## src/rtl/cpu_types_pkg.sv

```systemverilog
// Shared CPU types and instruction-cache constants (word type, frame/address layouts, FSM states).
package cpu_types_pkg;

    typedef logic [31:0] word_t;

    localparam int ICACHE_SETS  = 16;
    localparam int ICACHE_IDX_W = $clog2(ICACHE_SETS);
    localparam int ICACHE_TAG_W = 30 - ICACHE_IDX_W;

    typedef struct packed {
        logic                    valid;
        logic [ICACHE_TAG_W-1:0] tag;
        word_t                   data;
    } icache_frame_t;

    typedef enum logic {
        IDLE = 1'b0,
        FILL = 1'b1
    } icache_state_t;

    typedef struct packed {
        logic [ICACHE_TAG_W-1:0] tag;
        logic [ICACHE_IDX_W-1:0] idx;
        logic [1:0]              bytoff;
    } icache_addr_t;

endpackage

```

## src/rtl/icache_array.sv

```systemverilog
// Direct-mapped frame storage: combinational read, single write port,
// valid bits cleared synchronously while nRST is low.
module icache_array
    import cpu_types_pkg::*;
#(
    parameter int SETS = ICACHE_SETS
) (
    input  logic                       CLK,
    input  logic                       nRST,
    input  logic [$clog2(SETS)-1:0]    rd_idx,
    output logic                       rd_valid,
    output logic [30-$clog2(SETS)-1:0] rd_tag,
    output word_t                      rd_data,
    input  logic                       wr_en,
    input  logic [$clog2(SETS)-1:0]    wr_idx,
    input  logic [30-$clog2(SETS)-1:0] wr_tag,
    input  word_t                      wr_data
);

    localparam int TAG_W = 30 - $clog2(SETS);

    logic [SETS-1:0]  valid_reg;
    logic [TAG_W-1:0] tag_mem  [SETS];
    word_t            data_mem [SETS];

    always_ff @(posedge CLK) begin
        if (!nRST) begin
            valid_reg <= '0;
        end else if (wr_en) begin
            valid_reg[wr_idx] <= 1'b1;
        end
    end

    // Tag/data contents are meaningless while valid is clear, so they carry no reset.
    always_ff @(posedge CLK) begin
        if (wr_en) begin
            tag_mem[wr_idx]  <= wr_tag;
            data_mem[wr_idx] <= wr_data;
        end
    end

    assign rd_valid = valid_reg[rd_idx];
    assign rd_tag   = tag_mem[rd_idx];
    assign rd_data  = data_mem[rd_idx];

endmodule

```

## src/rtl/icache.sv

```systemverilog
// Direct-mapped, read-only instruction cache with single-word fills.
// Optional hit/miss counters are built only when ICACHE_STATS_EN is defined.
module icache
    import cpu_types_pkg::*;
#(
    parameter int SETS = ICACHE_SETS
) (
    input  logic  CLK,
    input  logic  nRST,
    input  logic  imemREN,
    input  word_t imemaddr,
    output logic  ihit,
    output word_t imemload,
    output logic  iREN,
    output word_t iaddr,
    input  logic  iwait,
    input  word_t iload,
    output word_t hit_count,
    output word_t miss_count
);

    localparam int IDX_W = $clog2(SETS);
    localparam int TAG_W = 30 - IDX_W;

    icache_state_t state_reg;
    word_t         miss_addr_reg;
    logic          iren_reg;

    logic             rd_valid;
    logic [TAG_W-1:0] rd_tag;
    word_t            rd_data;
    logic             match;
    logic             miss;
    logic             fill_done;
    logic [1:0]       unused_bytoff;

    // Byte offset within the word never affects which instruction is returned.
    assign unused_bytoff = imemaddr[1:0];

    icache_array #(
        .SETS(SETS)
    ) u_array (
        .CLK      (CLK),
        .nRST     (nRST),
        .rd_idx   (imemaddr[IDX_W+1:2]),
        .rd_valid (rd_valid),
        .rd_tag   (rd_tag),
        .rd_data  (rd_data),
        .wr_en    (fill_done),
        .wr_idx   (miss_addr_reg[IDX_W+1:2]),
        .wr_tag   (miss_addr_reg[31:IDX_W+2]),
        .wr_data  (iload)
    );

    assign match     = rd_valid && (rd_tag == imemaddr[31:IDX_W+2]);
    assign miss      = (state_reg == IDLE) && imemREN && !match;
    assign fill_done = (state_reg == FILL) && !iwait;

    always_comb begin
        ihit     = (state_reg == IDLE) && imemREN && match;
        imemload = ihit ? rd_data : '0;
    end

    // While filling, the request inputs are ignored; only miss_addr_reg drives the fill.
    always_ff @(posedge CLK) begin
        if (!nRST) begin
            state_reg     <= IDLE;
            miss_addr_reg <= '0;
            iren_reg      <= 1'b0;
        end else begin
            case (state_reg)
                IDLE: begin
                    if (miss) begin
                        miss_addr_reg <= {imemaddr[31:2], 2'b00};
                        iren_reg      <= 1'b1;
                        state_reg     <= FILL;
                    end
                end
                FILL: begin
                    if (!iwait) begin
                        iren_reg  <= 1'b0;
                        state_reg <= IDLE;
                    end
                end
                default: begin
                    iren_reg  <= 1'b0;
                    state_reg <= IDLE;
                end
            endcase
        end
    end

    assign iREN  = iren_reg;
    assign iaddr = miss_addr_reg;

`ifdef ICACHE_STATS_EN
    word_t hit_count_reg;
    word_t miss_count_reg;

    always_ff @(posedge CLK) begin
        if (!nRST) begin
            hit_count_reg  <= '0;
            miss_count_reg <= '0;
        end else begin
            if (ihit && (hit_count_reg != 32'hFFFF_FFFF)) begin
                hit_count_reg <= hit_count_reg + 32'd1;
            end
            if (miss && (miss_count_reg != 32'hFFFF_FFFF)) begin
                miss_count_reg <= miss_count_reg + 32'd1;
            end
        end
    end

    assign hit_count  = hit_count_reg;
    assign miss_count = miss_count_reg;
`else
    assign hit_count  = '0;
    assign miss_count = '0;
`endif

endmodule
```

## config.mk

```make
export PLATFORM = sky130hd
export DESIGN_NAME = icache
export DESIGN_NICKNAME = d
export VERILOG_FILES = /design/src/rtl/cpu_types_pkg.sv /design/src/rtl/icache_array.sv /design/src/rtl/icache.sv
export SDC_FILE = /design/constraint.sdc
export NUM_CORES = 1
export LEC_CHECK = 0
export CELL_PAD_IN_SITES_DETAIL_PLACEMENT = 2
export CELL_PAD_IN_SITES_GLOBAL_PLACEMENT = 2
export CORE_MARGIN = 10
export CORE_UTILIZATION = 45
export DETAILED_ROUTE_END_ITERATION = 16
export PLACE_DENSITY = 0.78
export SYNTH_ARGS = -nofsm -noshare
export SYNTH_HDL_FRONTEND = slang
export SYNTH_SLANG_ARGS = --single-unit
```

## constraint.sdc

```tcl
create_clock -name CLK -period 9.65 [get_ports CLK]
set_clock_uncertainty 0.05 [all_clocks]
set_input_delay 1.93 -clock CLK [delete_from_list [all_inputs] [get_ports CLK]]
set_output_delay 1.93 -clock CLK [all_outputs]
set_load 0.03 [all_outputs]
```

==> impl_results.md, run 1 <==
- Crit path time final: 8.850 ns
- Routing usage on met1: 0.2847
- Most frequent cells in the layout: edfxtp_1 (928), mux4_2 (248), clkdlybuf4s50_1 (123)
- Die Ht: 311.3 um
- Fin cells: 3,189
- Setup Crit Path Kind: input pin to output pin
- Crit Path Max Fanout: 70
- Number of placed instances, taps included: 2,999
- Pre-CTS setup slack: 0.7802 ns
- Seq cells post-synth: 976
- Slew @ Worst Pin: 1.140 ns
- Setup TNS: 0 ns
- Sink Count: between 900 and 1,000
- Yosys top cell by area: edfxtp_1
- Root Buffer Master: clkbuf_16
- Die footprint: 96,940 um^2
- Register share of total power: 0.512
- CP most frequent cell: buf_4
- Vias in the first global route: 21,250
- Antenna violations before repair: 9
- Status: complete, no violations
- Synth Area in Adders: 0
- Most common cell after layout, fill and taps aside: edfxtp_1
- Cells after Synth: 1,781
- Synth Cell Area: approximately 38,000 um^2
- Largest family of logic cells by synthesized area: multiplexers
- Max IR drop VDD: around 180 uV
- Top-area cell type share of the netlist area: 0.7296
- Syn avg cell area: approximately 21 um^2
- Clk_lat worst skew: 0.68 ns
- GRT busiest layer: met2
- Io pins: 198
- Synth top area cells: edfxtp_1 (73%), mux4_2 (15%), dfxtp_1 (2.5%)
- Max reg flops: 512
- Share of cells above drive strength 1: 0.2347
- WP data required: about 7.7 ns
- Largest net degree at the start of global routing: 79
- Hold Fails Final Rpt: 0
- RSZ-0062 raised after global routing: no
- NetSw: 2.071 mW
- GPL Wtd Cong: 0.7024
- Netlist cell types: 51
- Pwr/cell area: roughly 210 nW/um^2
- Switching Share: 0.2249
- Cell area after placement: about 40,000 um^2
- First-pass GRT wire length: 165.6 mm
- Buffers added on ports: between 100 and 150
- Maximum clock path buffer count: 3
- Cell Int Power: 7.137 mW
- Synth Area in Compound Gates: 0.01477
- Hold slack final: ~0.44 ns
- Via/cell ratio: approximately 6
- Post-synth EDFFs: ~930
- Hold crit path type: register to register
- Xor/xnor share of the synthesized area: 0.008025
- Multiplexer share of the synthesized area: 0.1729
- Fin crit share: 0.9171
- CTS Buf Count: roughly 100
- Max Fclk: 0.1130 GHz
- CP arrival: 6.87 ns
- Antenna viol nets, final: 0
- Slew Limit Headroom: 0.2384
- Final worst slack: 0.8002 ns
- Rows: 106
- Synth async-reset ratio: 0
- DR pass1 iterations: 5
- Simple-Gate Fraction of Synth Area: 0.02293
- Final wirelength: 115.4 mm
- GRT overflow: 0
- Crit-path cells: buf_8 -> buf_4 -> mux4_2 -> a22o_1 -> or3_1 -> a22oi_1 -> nand4_1 -> nor4_2 -> nand3b_1 -> buf_4 -> nor2b_1 -> clkdlybuf4s50_1
- Post-CTS Setup Bufs: 0
- Post_cts resized: 0
- Max Slew Vio Count: 0
- Leakage: 14.33 nW
- CTS tree: yes
- Sequential share of the synthesized area: 0.7547
- Area grow syn2layout: 15.13%
- Final instance area: 43,980 um^2
- MaxCap Viol Count: 0
- M3 GR Usage: 0.05127
- Die W: slightly above 300 um
- CP Capture Type: output pin
- Final setup fails: 0
- CP startpoint kind: input pin
- CTS H-tree lvls: 3
- Top reg by flops: u_array.data_mem
- Starting Density: 0.4550
- Crit-path max cell delay: 0.71 ns
- Clk pwr share: 0.435
- Ys flop type: edfxtp_1
- HPWL Detailed: between 60 and 70 mm
- Slowest CP cell: clkdlybuf4s50_1
- # fillers: 7,138
- Reg clk slew, reported paths: 0.07 ns
- Hold bufs inserted after CTS: 0
- Final nets: about 2,000
- DRC Markers: 0
- Core Region: 83,950 um^2
- Yosys warns: 0
- Via count: 18,820
- Met2 usage: 0.4212
- Tot GR Track Use: 0.2361
- Combinational share of power: 0.053
- DRT iter0 DRCs: 1,929
- Wire per inst: ~36 um
[cell type report]
| class | instances | area (um^2) | share of cell area |
|---|---|---|---|
| antenna | 1 | 2.502 | 0.00005690 |
| clock buffer | 136 | 2749 | 0.06251 |
| clock inverter | 53 | 568.0 | 0.01292 |
| inverter | 4 | 16.27 | 0.0003699 |
| multi-input combinational | 707 | 8712 | 0.1981 |
| sequential | 976 | 28830 | 0.6555 |
| tap | 1134 | 1419 | 0.03226 |
| timing repair buffer | 178 | 1683 | 0.03827 |
[stage by stage]
step,util,power (mW)
floorplan,-,5.113
global placement,0.4843,5.255
detailed placement,0.4843,5.292
CTS,0.5238,9.279
global route,0.5238,9.468
finish,0.5238,9.208
[synthesized netlist by cell type, types with 10 or more instances]
cell type	instances
o21a_1	20
nand2_1	80
o21ai_0	10
a221oi_1	10
mux2i_1	87
buf_2	31
xnor2_1	12
dfxtp_1	48
nor2b_1	41
mux4_2	248
clkbuf_1	41
buf_4	74
nor2_1	19
mux2_2	13
edfxtp_1	928
a211oi_1	11
xor2_1	23
[power groups by stage]
stage | Sequential, mW | Clock (mW) | Combinational [mW]
floorplan | 4.80 | 0 | 0.310
global placement | 4.79 | 0 | 0.461
detailed placement | 4.81 | 0 | 0.484
CTS | 4.72 | 4.07 | 0.493
global route | 4.72 | 4.23 | 0.519
finish | 4.72 | 4.00 | 0.488
[worst max-delay path, delay by kind of cell]
family	cells	cell delay [ns]
buffers and inverters	4	2.17
muxes	1	0.62
AOI/OAI and AO/OA	2	0.51
and+or+nand+nor	5	1.45
[logic make-up (layout without fill, tap and decap cells)]
| family | Yosys count | count (layout) |
|---|---|---|
| flip-flops | 976 | 976 |
| multiplexers | 348 | 348 |
| AND/OR/NAND/NOR | 179 | 179 |
| buffers and inverters | 163 | 371 |
| AO/OA/AOI/OAI | 79 | 79 |
| XOR/XNOR | 35 | 35 |
| other | 1 | 67 |
[routing by layer]
metal  share of wire  vias to the layer above
met5         0.00059                        -
met1            0.37                    10300
met3           0.062                      202
met2            0.53                      726
met4           0.029                       10
li1                -                     7578
[final timing paths]
kind | from | end | slack, ns | cells after the start
max | imemaddr[2] | imemload[10] | 0.80 | 12
min | u_array.valid_reg[0]$_SDFFE_PN0P_ | u_array.valid_reg[0]$_SDFFE_PN0P_ | 0.44 | 1
max reg2reg | u_array.tag_mem[12][17]$_DFFE_PP_ | iaddr[28]$_SDFFE_PN0P_ | 5.65 | 9
min reg2reg | u_array.valid_reg[0]$_SDFFE_PN0P_ | u_array.valid_reg[0]$_SDFFE_PN0P_ | 0.44 | 1
Power figures use the tool's default switching activity.
==> inputs of run 2 (changes only) <==
--- a/config.mk
+++ b/config.mk
@@ -7,7 +7,6 @@
 export LEC_CHECK = 0
 export CELL_PAD_IN_SITES_DETAIL_PLACEMENT = 2
 export CELL_PAD_IN_SITES_GLOBAL_PLACEMENT = 2
-export CORE_MARGIN = 10
 export CORE_UTILIZATION = 45
 export DETAILED_ROUTE_END_ITERATION = 16
 export PLACE_DENSITY = 0.78
==> run 2 against run 1 <==
Clock power about the same. Critical path depth unchanged. Worst hold slack better by 0.00068 ns. Sequential power about the same. Combinational power down 0.8%. First-iteration DRC count down 19%. Cell count down 0.28%. Sequential share of layout area about the same. Routed wire length down 2.9%. Non-clock buffer count down 7. Critical endpoint is now imemload[8]. Highest routed layer unchanged.
==> impl_results.md, run 2 (synthesis results as in run 1) <==
- DRT iter0 DRCs: 1,558
- Antenna violations before repair: 5
- Maximum clock path buffer count: 3
- Register-to-Register Path Depth: 10
- Core Region: 83,820 um^2
- Slew Limit Headroom: 0.2271
- Crit-path max cell delay: 0.70 ns
- Cell area after placement: ~41,000 um^2
- Slowest CP cell: clkdlybuf4s50_1
- DR pass1 iterations: 5
- Clk_lat worst skew: a little under 0.7 ns
- Largest net degree at the start of global routing: just over 100
- Post-CTS Setup Bufs: 0
- Reg-to-reg critical path startpoint: u_array.tag_mem[2][4]$_DFFE_PP_
- First-pass GRT wire length: 157.0 mm
- WP data required: 7.67 ns
- Crit Path Max Fanout: 47
- Final instance area: 43,950 um^2
- Leakage: 14.33 nW
- CP Capture Type: output pin
- CTS tree: yes
- Buffers added on ports: around 130
- CTS Buf Count: 101
- Share of cells above drive strength 1: 0.2336
- Routed wl met2: 60.32 mm
- CTS H-tree lvls: 3
- Starting Density: 0.4557
- CP startpoint kind: input pin
- HPWL Detailed: 60.66 mm
- MaxCap Viol Count: 0
- Hold Fails Final Rpt: 0
- Root Buffer Master: clkbuf_16
- Sink Count: roughly 980
- Max reg flops: about 510
- Final nets: 2,029
- Pwr/cell area: 209.6 nW/um^2
- Die W: 293.3 um
- RSZ-0062 raised after global routing: no
- Top reg by flops: u_array.data_mem
- Via/cell ratio: between 5 and 6
- Hold crit path type: register to register
- Max Slew Vio Count: 0
- Max Fclk: roughly 0.11 GHz
- Most common cell after layout, fill and taps aside: edfxtp_1
- CP arrival: 6.77 ns
- Buf/Inv on CP: 4
- Slew @ Worst Pin: 1.157 ns
- ANT cells: 0
- Wire per inst: 35.24 um
- Setup Crit Path Kind: input pin to output pin
- Rows: 106
- Die footprint: 86,050 um^2
- DRC Markers: 0
- Hold_sp: u_array.valid_reg[4]$_SDFFE_PN0P_
- Via count: about 19,000
- M1 WL: 42.19 mm
- Die Ht: 293.3 um
- Top Metal Used: met5
- Final wirelength: around 110 mm
- Met3 WL post-DR: about 5.8 mm
- Fin crit share: 0.9068
- GRT overflow: 0
- Antenna viol nets, final: 0
- Max IR drop VDD: 223.5 uV
- Post_cts resized: 0
- Final setup fails: 0
- Crit-path cells: buf_6 -> buf_12 -> mux4_2 -> a211oi_1 -> a31oi_1 -> xor2_1 -> or4_1 -> nor4_2 -> nand3b_1 -> buf_4 -> nor2b_1 -> clkdlybuf4s50_1
- Io pins: 198
- Hold Path End: u_array.valid_reg[4]$_SDFFE_PN0P_
- Hold path cells: 1
- Crit path time final: between 8 and 9 ns
- Reg clk slew, reported paths: around 0.06 ns
- Tot GR Track Use: 0.2624
- R2R Setup Slk: 5.91 ns
- Reg2Reg Capture Point: iaddr[28]$_SDFFE_PN0P_
- Most frequent cells in the layout: edfxtp_1 (928), mux4_2 (248), clkdlybuf4s50_1 (124)
- GPL Wtd Cong: 0.7280
- Setup TNS: 0 ns
- Status: complete, no violations
- Family with the most delay on the worst path: buffers and inverters
- Vias in the first global route: 20,880
- Area grow syn2layout: 15.05%
- Hold bufs inserted after CTS: 0
## run 2: metrics by stage
stage | instances | hold slack (ns) | power (mW) | util | setup WS, ns
2_1_floorplan | 1846 | 0.3854 | 5.113 | - | 2.607
3_3_place_gp | 2992 | 0.3915 | 5.255 | 0.4845 | 1.037
3_5_place_dp | 2992 | 0.4055 | 5.289 | 0.4845 | 0.8319
4_1_cts | 3180 | 0.4357 | 9.280 | 0.5243 | 0.8258
5_1_grt | 3180 | 0.4599 | 9.424 | 0.5243 | 0.5942
6_report | 3180 | 0.4383 | 9.212 | 0.5243 | 0.8995
## run 2: worst max-delay path by stage
| stage | from | to | slack [ns] | depth (start not counted) |
|---|---|---|---|---|
| global route | imemaddr[2] | imemload[19] | 0.59 | 13 |
| detailed placement | imemaddr[2] | imemload[8] | 0.83 | 13 |
| floorplan | iwait | u_array.data_mem[0][0]$_DFFE_PP_ | 2.61 | 3 |
| finish | imemaddr[3] | imemload[8] | 0.90 | 12 |
| global placement | imemaddr[2] | imemload[9] | 1.04 | 12 |
| CTS | imemaddr[2] | imemload[8] | 0.83 | 13 |
## run 2: power by group
| part | leakage [nW] | switching [mW] | internal (mW) |
|---|---|---|---|
| Combinational | 3.65 | 0.291 | 0.192 |
| Clock | 1.64 | 1.72 | 2.29 |
| Sequential | 9.03 | 0.0477 | 4.67 |
## run 2: layout make-up
cell class | count | area [um^2]
fillers | 7122 | 39870
flip-flops and latches | 976 | 28830
multi-input cells | 707 | 8712
clock buffers | 137 | 2775
repair buffers | 171 | 1633
well taps | 1134 | 1419
clock inverters | 51 | 563.0
inverters | 4 | 16.27
## run 2: per-layer routing
layer  GRT usage  vias up
li1            -     7560
met1      0.3172    10300
met2      0.4760      740
met3     0.04327      222
met4     0.08740        8
met5           0        -
## run 2: worst reg2reg max path, stage by stage (launching register included)
cell      delay (ns)
edfxtp_1        0.39
mux4_2          0.47
nor2b_1         0.15
a211oi_1        0.35
a31oi_1         0.14
xor2_1          0.21
or4_1           0.65
nor4_2          0.57
nor3b_2         0.11
buf_4           0.28
mux2i_1         0.28
==> inputs of run 3 (changes only) <==
--- a/config.mk
+++ b/config.mk
@@ -7,8 +7,10 @@
 export LEC_CHECK = 0
 export CELL_PAD_IN_SITES_DETAIL_PLACEMENT = 2
 export CELL_PAD_IN_SITES_GLOBAL_PLACEMENT = 2
+export CORE_MARGIN = 4
 export CORE_UTILIZATION = 45
 export DETAILED_ROUTE_END_ITERATION = 16
+export MAX_ROUTING_LAYER = met4
 export PLACE_DENSITY = 0.78
 export SYNTH_ARGS = -nofsm -noshare
 export SYNTH_HDL_FRONTEND = slang
==> run 3 against run 2 <==
Worst setup slack lost 0.17 ns. Largest power group unchanged. Clock power down 3%. Sequential share of layout area shrank 0.12 points.
==> impl_results.md, run 3 (synthesis results as in run 1) <==
- CP most frequent cell: buf_4
- CP arrival: a little under 7 ns
- Crit-path cells: buf_8 -> buf_4 -> mux2i_1 -> a221oi_1 -> a22o_1 -> or3_1 -> a22oi_1 -> nand4_1 -> nor4_2 -> nand3b_1 -> buf_4 -> nor2b_1 -> clkdlybuf4s50_1
- Top reg by flops: u_array.data_mem
- Die Ht: 299.3 um
- Antenna violations before repair: 6
- Pwr/cell area: around 200 nW/um^2
- Post_cts resized: 0
- HPWL Detailed: 61.69 mm
- Max reg flops: 512
- Final worst slack: 0.7248 ns
- Wire per inst: 35.79 um
- Setup TNS: 0 ns
- Pre-CTS setup slack: 0.7951 ns
- Max Fclk: 0.1120 GHz
- # fillers: 7,093
- Die W: 299.3 um
- MaxCap Viol Count: 0
- CTS tree: yes
- Hold crit path type: register to register
- Leakage: 14.33 nW
- Slew @ Worst Pin: roughly 1.2 ns
- Sink Count: about 980
- Family with the most delay on the worst path: buffers and inverters
- Die footprint: 89,610 um^2
- Final setup fails: 0
- Via/cell ratio: 5.976
- WP data required: ~7.7 ns
- Reg clk slew, reported paths: 0.06 ns
- Slew Limit Headroom: 0.1705
- Buffers added on ports: 129
- Starting Density: 0.4550
- Most frequent cells in the layout: edfxtp_1 (928), mux4_2 (248), clkbuf_16 (102)
- Slowest CP cell: clkdlybuf4s50_1
- CP startpoint kind: input pin
- Max Slew Vio Count: 0
- Antenna viol nets, final: 0
- CTS H-tree lvls: 3
- Setup Crit Path Kind: input pin to output pin
- Largest net degree at the start of global routing: 101
- Max IR drop VDD: 153.0 uV
- Core Region: 83,950 um^2
- Status: complete, no violations
- Cell area after placement: 40,810 um^2
- Crit path time final: 8.925 ns
- CTS Buf Count: 102
- Hold Fails Final Rpt: 0
- Crit-path max cell delay: 0.71 ns
- Rows: 106
- Maximum clock path buffer count: 3
- Io pins: 198
- Clk_lat worst skew: about 0.67 ns
- Post-Route Utilization: 0.5244
- Multi-input gate area: 8712 um^2
- Sequential cell area: 28,830 um^2
- Vias in the first global route: 21,120
- Final instance area: 44,020 um^2
- Hold bufs inserted after CTS: 0
- GPL Wtd Cong: 0.7335
- Via count: 18,990
- RSZ-0062 raised after global routing: no
- DRC Markers: 0
- Final nets: between 2,000 and 2,500
- Final wirelength: 113.7 mm
- Crit Path Max Fanout: 72
- Share of cells above drive strength 1: 0.2360
- CP Capture Type: output pin
- Fin crit share: 0.9249
- Buf/Inv on CP: 4
- Tot GR Track Use: 0.2622
- DRT iter0 DRCs: around 1,900
- Most common cell after layout, fill and taps aside: edfxtp_1
- DR pass1 iterations: 5
- Post-CTS Setup Bufs: 0
- First-pass GRT wire length: 163.0 mm
- Root Buffer Master: clkbuf_16
- Area grow syn2layout: 15.25%
- GRT overflow: 0
run 3: worst paths after layout:
path,slack [ns],endpoint,cells after the start,startpoint
worst min register to register,0.45,u_array.valid_reg[10]$_SDFFE_PN0P_,1,u_array.valid_reg[10]$_SDFFE_PN0P_
worst max-delay path,0.72,imemload[27],13,imemaddr[2]
worst min-delay path,0.45,u_array.valid_reg[10]$_SDFFE_PN0P_,1,u_array.valid_reg[10]$_SDFFE_PN0P_
worst max register to register,5.59,iaddr[9]$_SDFFE_PN0P_,9,u_array.tag_mem[14][17]$_DFFE_PP_
run 3: area by class of cell:
type | instances | share of cell area
inverter | 4 | 0.0003695
antenna | 5 | 0.0002842
clock inverter | 56 | 0.01165
sequential | 976 | 0.6548
tap | 1134 | 0.03223
clock buffer | 128 | 0.06111
multi-input combinational | 707 | 0.1979
timing repair buffer | 167 | 0.04164
run 3: per-layer routing:
metal	global-route usage	vias to the layer above	wire (um)
met5	-	-	0
met4	0.07840	0	3655
met3	0.03744	199	5259
met2	0.4602	729	61110
met1	0.3172	10500	43670
li1	-	7563	-
run 3: power breakdown:
group	switching [mW]	internal (mW)
registers	0.0493	4.67
clock network	1.69	2.19
logic	0.286	0.191
total	2.03	7.05
run 3: worst register-to-register path, stage by stage, from the launching register on:
cell	delay (ns)
edfxtp_1	0.41
mux4_2	0.48
mux4_2	0.50
xnor2_1	0.22
nand3_1	0.19
or4_1	0.58
nor4_2	0.59
nor3b_2	0.27
buf_4	0.36
mux2i_1	0.30
run 3: stage by stage:
stage               power (mW)  std cells  hold slack, ns
global route             9.359       3176          0.4639
global placement         5.247       2988          0.3914
finish                   9.076       3177          0.4496
floorplan                5.113       1846          0.3854
CTS                      9.158       3172          0.4394
detailed placement       5.285       2988          0.4248
